--- src/rtl/text_console_writer_if.sv ---
// Byte-stream input and Avalon-MM VRAM write port of the text console writer.
interface text_console_writer_if;
  logic [7:0]  in_data;
  logic        in_valid;
  logic        in_ready;
  logic [7:0]  attr;
  logic [11:0] m_addr;
  logic        m_write;
  logic [3:0]  m_byte_en;
  logic [31:0] m_writedata;
  logic        m_waitrequest;

  modport master (
    input  in_data, in_valid, attr, m_waitrequest,
    output in_ready, m_addr, m_write, m_byte_en, m_writedata
  );

  modport slave (
    output in_data, in_valid, attr, m_waitrequest,
    input  in_ready, m_addr, m_write, m_byte_en, m_writedata
  );
endinterface

--- src/rtl/text_console_writer.sv ---
// Turns an ASCII byte stream into VGA text-mode VRAM writes, handling cursor,
// line wrap, row clearing and full-screen clear.
module text_console_writer #(
  parameter int unsigned COLS = 80,
  parameter int unsigned ROWS = 30,
  parameter int unsigned WPR  = COLS / 2
) (
  input  logic                  clk,
  input  logic                  rst_n,
  text_console_writer_if.master bus,
  output logic [6:0]            cursor_col,
  output logic [4:0]            cursor_row,
  output logic                  busy
);

  localparam int unsigned Words    = ROWS * WPR;
  localparam logic [11:0] LastWord = 12'(Words - 1);
  localparam logic [6:0]  LastCol  = 7'(COLS - 1);
  localparam logic [4:0]  LastRow  = 5'(ROWS - 1);

  typedef enum logic [2:0] {StRstClr, StIdle, StWrChar, StClrRow, StClrAll} state_e;

  state_e      state_q, state_d;
  logic [6:0]  col_q, col_d;
  logic [4:0]  row_q, row_d;
  logic [7:0]  attr_q, attr_d;
  logic [11:0] addr_q, addr_d;
  logic        write_q, write_d;
  logic [3:0]  be_q, be_d;
  logic [31:0] wdata_q, wdata_d;

  logic        accept, wr_done, clr_last, printable;
  logic [4:0]  row_nxt;
  logic [11:0] row_base, nxt_base, clr_end;
  logic [15:0] in_cell, in_blank, q_blank;

  assign bus.in_ready = (state_q == StIdle);
  assign accept       = bus.in_ready & bus.in_valid;
  assign wr_done      = write_q & ~bus.m_waitrequest;
  assign row_nxt      = (row_q == LastRow) ? 5'd0 : row_q + 5'd1;
  assign row_base     = 12'(row_q) * 12'(WPR);
  assign nxt_base     = 12'(row_nxt) * 12'(WPR);
  // A row clear ends on the last word of the (already advanced) cursor row.
  assign clr_end      = (state_q == StClrRow) ? row_base + 12'(WPR - 1) : LastWord;
  assign clr_last     = (addr_q == clr_end);
  assign printable    = (bus.in_data >= 8'h20) && (bus.in_data <= 8'h7E);
  assign in_cell      = {1'b0, bus.in_data[6:0], bus.attr};
  assign in_blank     = {8'h20, bus.attr};
  assign q_blank      = {8'h20, attr_q};

  always_ff @(posedge clk or negedge rst_n) begin
    if (!rst_n) state_q <= StRstClr;
    else        state_q <= state_d;
  end

  always_comb begin
    state_d = state_q;
    unique case (state_q)
      StRstClr, StClrAll, StClrRow: if (wr_done && clr_last) state_d = StIdle;
      StIdle: begin
        if (accept) begin
          if (printable)                  state_d = StWrChar;
          else if (bus.in_data == 8'h0A)  state_d = StClrRow;
          else if (bus.in_data == 8'h0C)  state_d = StClrAll;
        end
      end
      StWrChar: if (wr_done) state_d = (col_q == LastCol) ? StClrRow : StIdle;
      default:  state_d = StIdle;
    endcase
  end

  always_comb begin
    col_d   = col_q;
    row_d   = row_q;
    attr_d  = attr_q;
    addr_d  = addr_q;
    write_d = write_q;
    be_d    = be_q;
    wdata_d = wdata_q;
    unique case (state_q)
      StRstClr: begin
        if (!write_q) begin
          // First cycle after reset release: launch word 0.
          write_d = 1'b1;
          addr_d  = 12'd0;
          be_d    = 4'hF;
          wdata_d = 32'h2000_2000;
        end else if (wr_done) begin
          if (clr_last) write_d = 1'b0;
          else          addr_d  = addr_q + 12'd1;
        end
      end
      StClrAll, StClrRow: begin
        if (wr_done) begin
          if (clr_last) write_d = 1'b0;
          else          addr_d  = addr_q + 12'd1;
        end
      end
      StIdle: begin
        if (accept) begin
          attr_d = bus.attr;
          if (printable) begin
            write_d = 1'b1;
            addr_d  = row_base + 12'(col_q[6:1]);
            be_d    = col_q[0] ? 4'b1100 : 4'b0011;
            wdata_d = {in_cell, in_cell};
          end else if (bus.in_data == 8'h0A) begin
            col_d   = 7'd0;
            row_d   = row_nxt;
            write_d = 1'b1;
            addr_d  = nxt_base;
            be_d    = 4'hF;
            wdata_d = {in_blank, in_blank};
          end else if (bus.in_data == 8'h0D) begin
            col_d = 7'd0;
          end else if (bus.in_data == 8'h08) begin
            if (col_q != 7'd0) col_d = col_q - 7'd1;
          end else if (bus.in_data == 8'h0C) begin
            col_d   = 7'd0;
            row_d   = 5'd0;
            write_d = 1'b1;
            addr_d  = 12'd0;
            be_d    = 4'hF;
            wdata_d = {in_blank, in_blank};
          end
        end
      end
      StWrChar: begin
        if (wr_done) begin
          if (col_q != LastCol) begin
            col_d   = col_q + 7'd1;
            write_d = 1'b0;
          end else begin
            col_d   = 7'd0;
            row_d   = row_nxt;
            addr_d  = nxt_base;
            be_d    = 4'hF;
            wdata_d = {q_blank, q_blank};
          end
        end
      end
      default: write_d = 1'b0;
    endcase
  end

  always_ff @(posedge clk or negedge rst_n) begin
    if (!rst_n) begin
      col_q   <= '0;
      row_q   <= '0;
      attr_q  <= '0;
      addr_q  <= '0;
      write_q <= 1'b0;
      be_q    <= '0;
      wdata_q <= '0;
    end else begin
      col_q   <= col_d;
      row_q   <= row_d;
      attr_q  <= attr_d;
      addr_q  <= addr_d;
      write_q <= write_d;
      be_q    <= be_d;
      wdata_q <= wdata_d;
    end
  end

  assign bus.m_addr      = addr_q;
  assign bus.m_write     = write_q;
  assign bus.m_byte_en   = be_q;
  assign bus.m_writedata = wdata_q;
  assign cursor_col      = col_q;
  assign cursor_row      = row_q;
  assign busy            = (state_q != StIdle);

endmodule

--- src/flat_wrapper.sv ---
// flat-port wrapper written by rule: the top's interface ports become plain ports
module text_console_writer_flat 
#(
  parameter int unsigned COLS = 80,
  parameter int unsigned ROWS = 30,
  parameter int unsigned WPR  = COLS / 2
)
  (clk, rst_n, cursor_col, cursor_row, busy, bus_in_data, bus_in_valid, bus_attr, bus_m_waitrequest, bus_in_ready, bus_m_addr, bus_m_write, bus_m_byte_en, bus_m_writedata);
  text_console_writer_if bus_i ();
  input  logic clk;
  input  logic rst_n;
  output logic [6:0] cursor_col;
  output logic [4:0] cursor_row;
  output logic busy;
  input wire logic [$bits(bus_i.in_data)-1:0] bus_in_data;
  input wire logic [$bits(bus_i.in_valid)-1:0] bus_in_valid;
  input wire logic [$bits(bus_i.attr)-1:0] bus_attr;
  input wire logic [$bits(bus_i.m_waitrequest)-1:0] bus_m_waitrequest;
  output wire logic [$bits(bus_i.in_ready)-1:0] bus_in_ready;
  output wire logic [$bits(bus_i.m_addr)-1:0] bus_m_addr;
  output wire logic [$bits(bus_i.m_write)-1:0] bus_m_write;
  output wire logic [$bits(bus_i.m_byte_en)-1:0] bus_m_byte_en;
  output wire logic [$bits(bus_i.m_writedata)-1:0] bus_m_writedata;
  assign bus_i.in_data = bus_in_data;
  assign bus_i.in_valid = bus_in_valid;
  assign bus_i.attr = bus_attr;
  assign bus_i.m_waitrequest = bus_m_waitrequest;
  assign bus_in_ready = bus_i.in_ready;
  assign bus_m_addr = bus_i.m_addr;
  assign bus_m_write = bus_i.m_write;
  assign bus_m_byte_en = bus_i.m_byte_en;
  assign bus_m_writedata = bus_i.m_writedata;
  text_console_writer #(.COLS(COLS), .ROWS(ROWS), .WPR(WPR)) u_core (.clk(clk), .rst_n(rst_n), .bus(bus_i), .cursor_col(cursor_col), .cursor_row(cursor_row), .busy(busy));
endmodule
--- config.mk ---
export PLATFORM = sky130hd
export DESIGN_NAME = text_console_writer_flat
export DESIGN_NICKNAME = d
export VERILOG_FILES = /design/src/rtl/text_console_writer_if.sv /design/src/rtl/text_console_writer.sv /design/src/flat_wrapper.sv
export SDC_FILE = /design/constraint.sdc
export NUM_CORES = 1
export LEC_CHECK = 0
export BUFFER_PORTS_ARGS = -buffer_cell sky130_fd_sc_hd__buf_4
export CAP_MARGIN = 20
export CORE_MARGIN = 2
export CORE_UTILIZATION = 42
export DETAILED_ROUTE_END_ITERATION = 8
export GPL_TIMING_DRIVEN = 0
export PLACE_DENSITY = 0.63
export REMOVE_ABC_BUFFERS = 1
export SYNTH_ARGS = -nofsm -noshare
export SYNTH_HDL_FRONTEND = slang
export SYNTH_SLANG_ARGS = --single-unit
--- constraint.sdc ---
create_clock -name clk -period 8.2 [get_ports clk]
set_input_delay 0.41 -clock clk [delete_from_list [all_inputs] [get_ports clk]]
set_output_delay 0.41 -clock clk [all_outputs]
set_load 0.01 [all_outputs]
# Word-level counts from Yosys, hierarchy flattened
# Index checks and enable logic that the tools add are counted.
dict set report classes {
  add_sub_neg 6
  mul 2
  order_cmp 2
  eq_ne 30
  n_mux 76
  n_bitwise 3
  reduce_logical 16
}
# op count
set ops {}
lappend ops {{two-way mux 32 bit} 9}
lappend ops {{two-way mux 12 bit} 12}
lappend ops {{case mux 32 bit (3 select lines)} 1}
lappend ops {{two-way mux 7 bit} 9}
lappend ops {{case mux 12 bit (4 select lines)} 1}
lappend ops {{two-way mux 5 bit} 9}
lappend ops {{two-way mux 4 bit} 10}
lappend ops {{equality test 8 x 4 -> 1 bit (second input constant)} 4}
lappend ops {{AND reduction 8 bit} 3}
lappend ops {{two-way mux 3 bit} 6}
lappend ops {{multiplier 5 x 3 -> 8 bit (second input constant)} 2}
lappend ops {{case mux 7 bit (2 select lines)} 1}
lappend ops {{two-way mux 1 bit} 13}
lappend ops {{adder 11 x 6 -> 12 bit} 1}
lappend ops {{adder 11 x 6 -> 12 bit (second input constant)} 1}
lappend ops {{adder 12 x 1 -> 12 bit (second input constant)} 1}
lappend ops {{equality test 12 bit} 1}
lappend ops {{!= test 4 bit (second input constant)} 3}
lappend ops {{case mux 4 bit (3 select lines)} 1}
lappend ops {{!= test 2 x 1 -> 1 bit (second input constant)} 5}
lappend ops {{!= test 5 bit (second input constant)} 2}
lappend ops {{case mux 5 bit (2 select lines)} 1}
lappend ops {{!= test 3 bit (second input constant)} 3}
lappend ops {{case mux 3 bit (3 select lines)} 1}
lappend ops {{29 further kinds} 35}
dict set report totals {
  regBits 72
  out_inout_bits 63
  wordCells 143
}

# Longest topological paths before layout
dict set report depth {
  word_depth 8
  depth_mapped 14
  depth_no_buf 14
}

# Least setup slack after synthesis
# OpenSTA, ideal clock, no wires.
dict set report synth_timing {
  path_kind {reg2reg}
  startpoint {register u_core.row_q[1], in the netlist u_core.cursor_row[1]}
  endpoint {register u_core.write_q, in the netlist u_core.bus.m_write}
  arrival_ns 3.347
  setup_slack_ns 4.724
  path_stages_with_launch 14
  period_less_slack_ns 3.476
  path_cell_list {dfrtp_1 > ha_1 > ha_1 > fa_1 > clkbuf_1 > nand3_1 > xnor2_1 > or4_1 > a21oi_1 > a31oi_2 > a21o_1 > buf_6 > a2111oi_4 > o21ai_1}
}
dict set report synth_via {
  elab_chain_len 8
  word_cells_on_any_way 10
  cone_classes {add/sub (1); mul (1); eq/ne (2); mux (5); reduce/logical (1)}
}
# element line
set synth_lines {}
lappend synth_lines {{from (decl)} text_console_writer.sv:25} ;# logic [4:0] row_q, row_d;
lappend synth_lines {{from (signal assigned)} text_console_writer.sv:157} ;# row_q <= row_d;
lappend synth_lines {{multiplier 5 x 3 -> 8 bit (*)} text_console_writer.sv:41} ;# assign row_base = 12'(row_q) * 12'(WPR);
lappend synth_lines {{adder 11 x 6 -> 12 bit (*)} text_console_writer.sv:44} ;# assign clr_end = (state_q == StClrRow) ? row_base + 12'(WPR - 1) : LastWord;
lappend synth_lines {{two-way mux 12 bit (*)} text_console_writer.sv:44}
lappend synth_lines {{equality test 12 bit (*)} text_console_writer.sv:45} ;# assign clr_last = (addr_q == clr_end);
lappend synth_lines {{two-way mux 1 bit} text_console_writer.sv:89} ;# if (clr_last) write_d = 1'b0;
lappend synth_lines {{two-way mux 1 bit} text_console_writer.sv:88} ;# end else if (wr_done) begin
lappend synth_lines {{two-way mux 1 bit} text_console_writer.sv:82} ;# if (!write_q) begin
lappend synth_lines {{case mux 1 bit (4 select lines)} text_console_writer.sv:80} ;# unique case (state_q)
lappend synth_lines {{to (signal assigned)} text_console_writer.sv:160} ;# write_q <= write_d;
lappend synth_lines {{to (decl)} text_console_writer.sv:28} ;# logic write_q, write_d;
# Mark *: on every way between the ends. The rest lies on a longest branch, timed or not.
# A chain may end at the register's enable or synchronous reset.

# Worst setup path in the final report
dict set report layout_timing {
  startpoint {register u_core.row_q[1], in the netlist u_core.cursor_row[1]}
  endpoint {register u_core.addr_q[3], in the netlist u_core.bus.m_addr[3]}
}
dict set report layout_via {
  elab_chain_len 8
  word_cells_on_any_way 16
  cone_classes {add/sub (1); mul (2); eq/ne (2); mux (11)}
}
# element line
set layout_lines {}
lappend layout_lines {{multiplier 5 x 3 -> 8 bit} text_console_writer.sv:41}
lappend layout_lines {{adder 11 x 6 -> 12 bit} text_console_writer.sv:44}
lappend layout_lines {{two-way mux 12 bit} text_console_writer.sv:44}
lappend layout_lines {{equality test 12 bit} text_console_writer.sv:45}
lappend layout_lines {{two-way mux 12 bit (3 in a row)} --}
lappend layout_lines {{case mux 12 bit (4 select lines) (*)} text_console_writer.sv:80}
lappend layout_lines {{to (signal assigned)} text_console_writer.sv:159} ;# addr_q <= addr_d;
lappend layout_lines {{to (decl)} text_console_writer.sv:27} ;# logic [11:0] addr_q, addr_d;
# Mark *: on every way between the ends. The rest lies on a longest branch, timed or not. The select of a mux whose other input is x is not followed.

==> impl_metrics.json <==
{
  "ys_seq_elements": 53,
  "ys.flop_type": "dfrtp_1",
  "viasPerCell": 5.83,
  "routedWlPerCell_microns": 16.9,
  "clk_pin_slew_ns": 0.11,
  "cts_resized": 0,
  "layout.nets": 562,
  "yosysMostFrequentCell": "nand2_1",
  "synth-edff-count": 0,
  "post_synth.cell_area_avg_sq_um": 8.62,
  "worstMarginPinSlew_ns": 1.09,
  "combinationalPowerShare_pct": 58.8,
  "grt_pass1_wl_microns": 18000,
  "fin_setup_tns_ns": 0,
  "worst-r2r-cell-count": 11,
  "synth-async-reset-ratio_pct": 100,
  "hold_class": "input pin to asynchronous set/reset pin",
  "clk_latency_ns": 0.32,
  "synth_top_family_by_area": "simple AND/OR/NAND/NOR gates",
  "dieArea_sq_um": 10500,
  "reg2reg_slack_ns": 4.28,
  "yosysTopAreaCell": "dfrtp_1",
  "place_ws_ns": 4.30,
  "drt_iter0_markers": 174,
  "synth_top_area_share_pct": 32.5,
  "cp.arrival_ns": 4.11,
  "fmax_mhz": 255,
  "synth_warnings": 0,
  "fin_ws_ns": 4.28,
  "antenna_found_initial": 0,
  "numCtsBuffers": 5,
  "cts_tree": "yes",
  "critPathCaptureType": "flip-flop",
  "final_antenna_net_count": 0,
  "die_x_microns": 103,
  "netlist_instances": 473,
  "grt_setup_unrepaired": "false",
  "netlist_top_cells_count": "54 x nand2_1, 53 x dfrtp_1, 52 x nor2_1",
  "yosys-top-cells-area": "dfrtp_1 33%, ha_1 6.8%, nand2_1 5.0%, nor2_1 4.8%, mux2_2 3.6%",
  "clkPwrFrac_pct": 10.7,
  "num_vias": 3769,
  "drv_cap": 0,
  "core-area_sq_um": 9330,
  "cts-root-buf": "clkbuf_8",
  "seq_area_frac_synth_pct": 32.5,
  "overflow": 0,
  "finClkSkew_ns": 0.00709,
  "start_kind": "flip-flop",
  "hold_violations": 0,
  "drive_above_1_share_pct": 22.4,
  "num_rows": 35,
  "firstDrtPassIters": 5,
  "outcome": "finished clean",
  "routed_wl_microns": 10900,
  "synthDistinctLibCells": 74,
  "multi_input_area_sq_um": 2450,
  "finalWeightedCongestion": 0.892,
  "cp_max_fo": 10,
  "switchingPower_uw": 767,
  "worst_hold_slack_ns": 0.102,
  "synthMuxAreaShare_pct": 3.84,
  "fillers": 881,
  "drc_errors": 0,
  "syn_area_sq_um": 4080,
  "start_util_pct": 43.7,
  "hold_buffers": 0,
  "cts_htree_levels": 2,
  "yosys.area_share.simple_pct": 22.6,
  "period_share_pct": 47.8,
  "synthXorXnorAreaFrac_pct": 4.82,
  "grt_max_degree": 54,
  "io_buffers": 80,
  "reg2reg_from": "u_core.cursor_row[1]",
  "r2r_end": "u_core.bus.m_addr[3]",
  "die_h_microns": 103,
  "synth_fa_ha_area_share_pct": 8.23,
  "clockBufferDepth": 2,
  "powerDensity_nw_per_um2": 338,
  "worstSetupPathType": "flip-flop to flip-flop",
  "slew_viol_final": 0,
  "p_leak_uw": 0.00217,
  "slew_headroom_pct": 26.9,
  "cts.sinks": 53,
  "p_sw_share_pct": 48.2,
  "syn2layout_area_growth_pct": 15.3,
  "vdd_drop_max_v": 0.000186,
  "synth_compound_area_share_pct": 20.4,
  "seq_area_sq_um": 1330,
  "p_seq_share_pct": 30.5,
  "p_int_uw": 824,
  "required_ns": 8.39,
  "io-pin-count": 83,
  "period_needed_ns": 3.92,
  "track_usage_pct": 21.6,
  "cts_setup_buffers": 0,
  "place_hpwl_microns": 8030,
  "diodes": 0,
  "setup_viol": 0,
  "grt_pass1_vias": 3607
}
-- worst max-delay path, stage by stage, from the launching register on --
cell and delay, ns:
dfrtp_1 0.53, ha_1 0.35, ha_1 0.22, fa_1 0.67, nand3_1 0.16, xnor2_1 0.36, or4_1 0.17, a21oi_1 0.06
a31oi_2 0.29, a21o_1 0.43, nand3_1 0.17, o311ai_0 0.38
-- cells in the final DEF (no fill, tap or decap), drive strengths merged, types with 10 or more instances in the layout --
master	count
buf	81
nand2	54
dfrtp	53
nor2	52
nand3	22
ha	22
o21ai	20
a21oi	19
nor3	17
inv	16
mux2	13
xnor2	10
a31oi	10
-- metrics by stage --
stage	util, %	cells	total power, uW	area [sq um]
2_1_floorplan	-	429	1040	3820
3_3_place_gp	49.2	638	1400	4590
3_5_place_dp	49.3	639	1420	4600
4_1_cts	50.4	647	1600	4700
6_report	50.4	647	1590	4700
5_1_grt	50.4	647	1730	4700
-- sequential cells by signal, indices dropped and copies added, names as in the netlist --
signal / flops
u_core.bus.m_writedata: 15
u_core.bus.m_addr: 12
u_core.attr_q: 8
u_core.cursor_col: 7
u_core.cursor_row: 5
u_core.state_q: 3
u_core.bus.m_byte_en: 2
u_core.bus.m_write: 1
-- area by class of cell --
cell class                 count  area share, %
multi-input combinational    363           52.2
sequential                    53           28.2
timing repair buffer          81           13.0
tap                          129           3.43
clock buffer                   5           1.46
inverter                      13           1.04
clock inverter                 3          0.612
-- power by group through the flow --
stage                     sequential (uW)  clock (uW)  combinational [uW]
after floorplan                       506           0                 536
after global placement                482           0                 916
after detailed placement              486           0                 938
after CTS                             483         174                 942
after global routing                  501         186                1040
final                                 484         171                 935
-- worst max-delay path by stage --
stage / start / end / slack [ns] / cells past startpoint
after floorplan: u_core.cursor_row[1] / u_core.bus.m_addr[2] / 4.83 / 11
after global placement: u_core.state_q[0] / u_core.bus.m_addr[1] / 3.71 / 7
after detailed placement: u_core.cursor_row[1] / u_core.bus.m_addr[3] / 4.30 / 11
after CTS: u_core.cursor_row[1] / u_core.bus.m_addr[3] / 4.27 / 11
after global routing: u_core.cursor_row[1] / u_core.bus.m_addr[8] / 3.96 / 11
final: u_core.cursor_row[1] / u_core.bus.m_addr[3] / 4.28 / 11
-- cells by family (layout without fill, tap and decap cells) --
logic type,count (synthesis),after routing
AND/OR/NAND/NOR,191,191
AO/OA/AOI/OAI,111,111
buffers and inverters,58,102
flip-flops,53,53
adder cells (fa/ha/maj),25,25
XOR/XNOR,20,20
multiplexers,14,14
other,1,2
-- layer usage --
layer	global-route usage, %	up-vias	routed length (microns)
met1	30.2	1781	4980
li1	-	1802	-
met2	33.9	165	4860
met3	3.80	21	728
met5	0	-	0
met4	7.79	0	333
No activity file was read; power rests on OpenSTA's default activity.
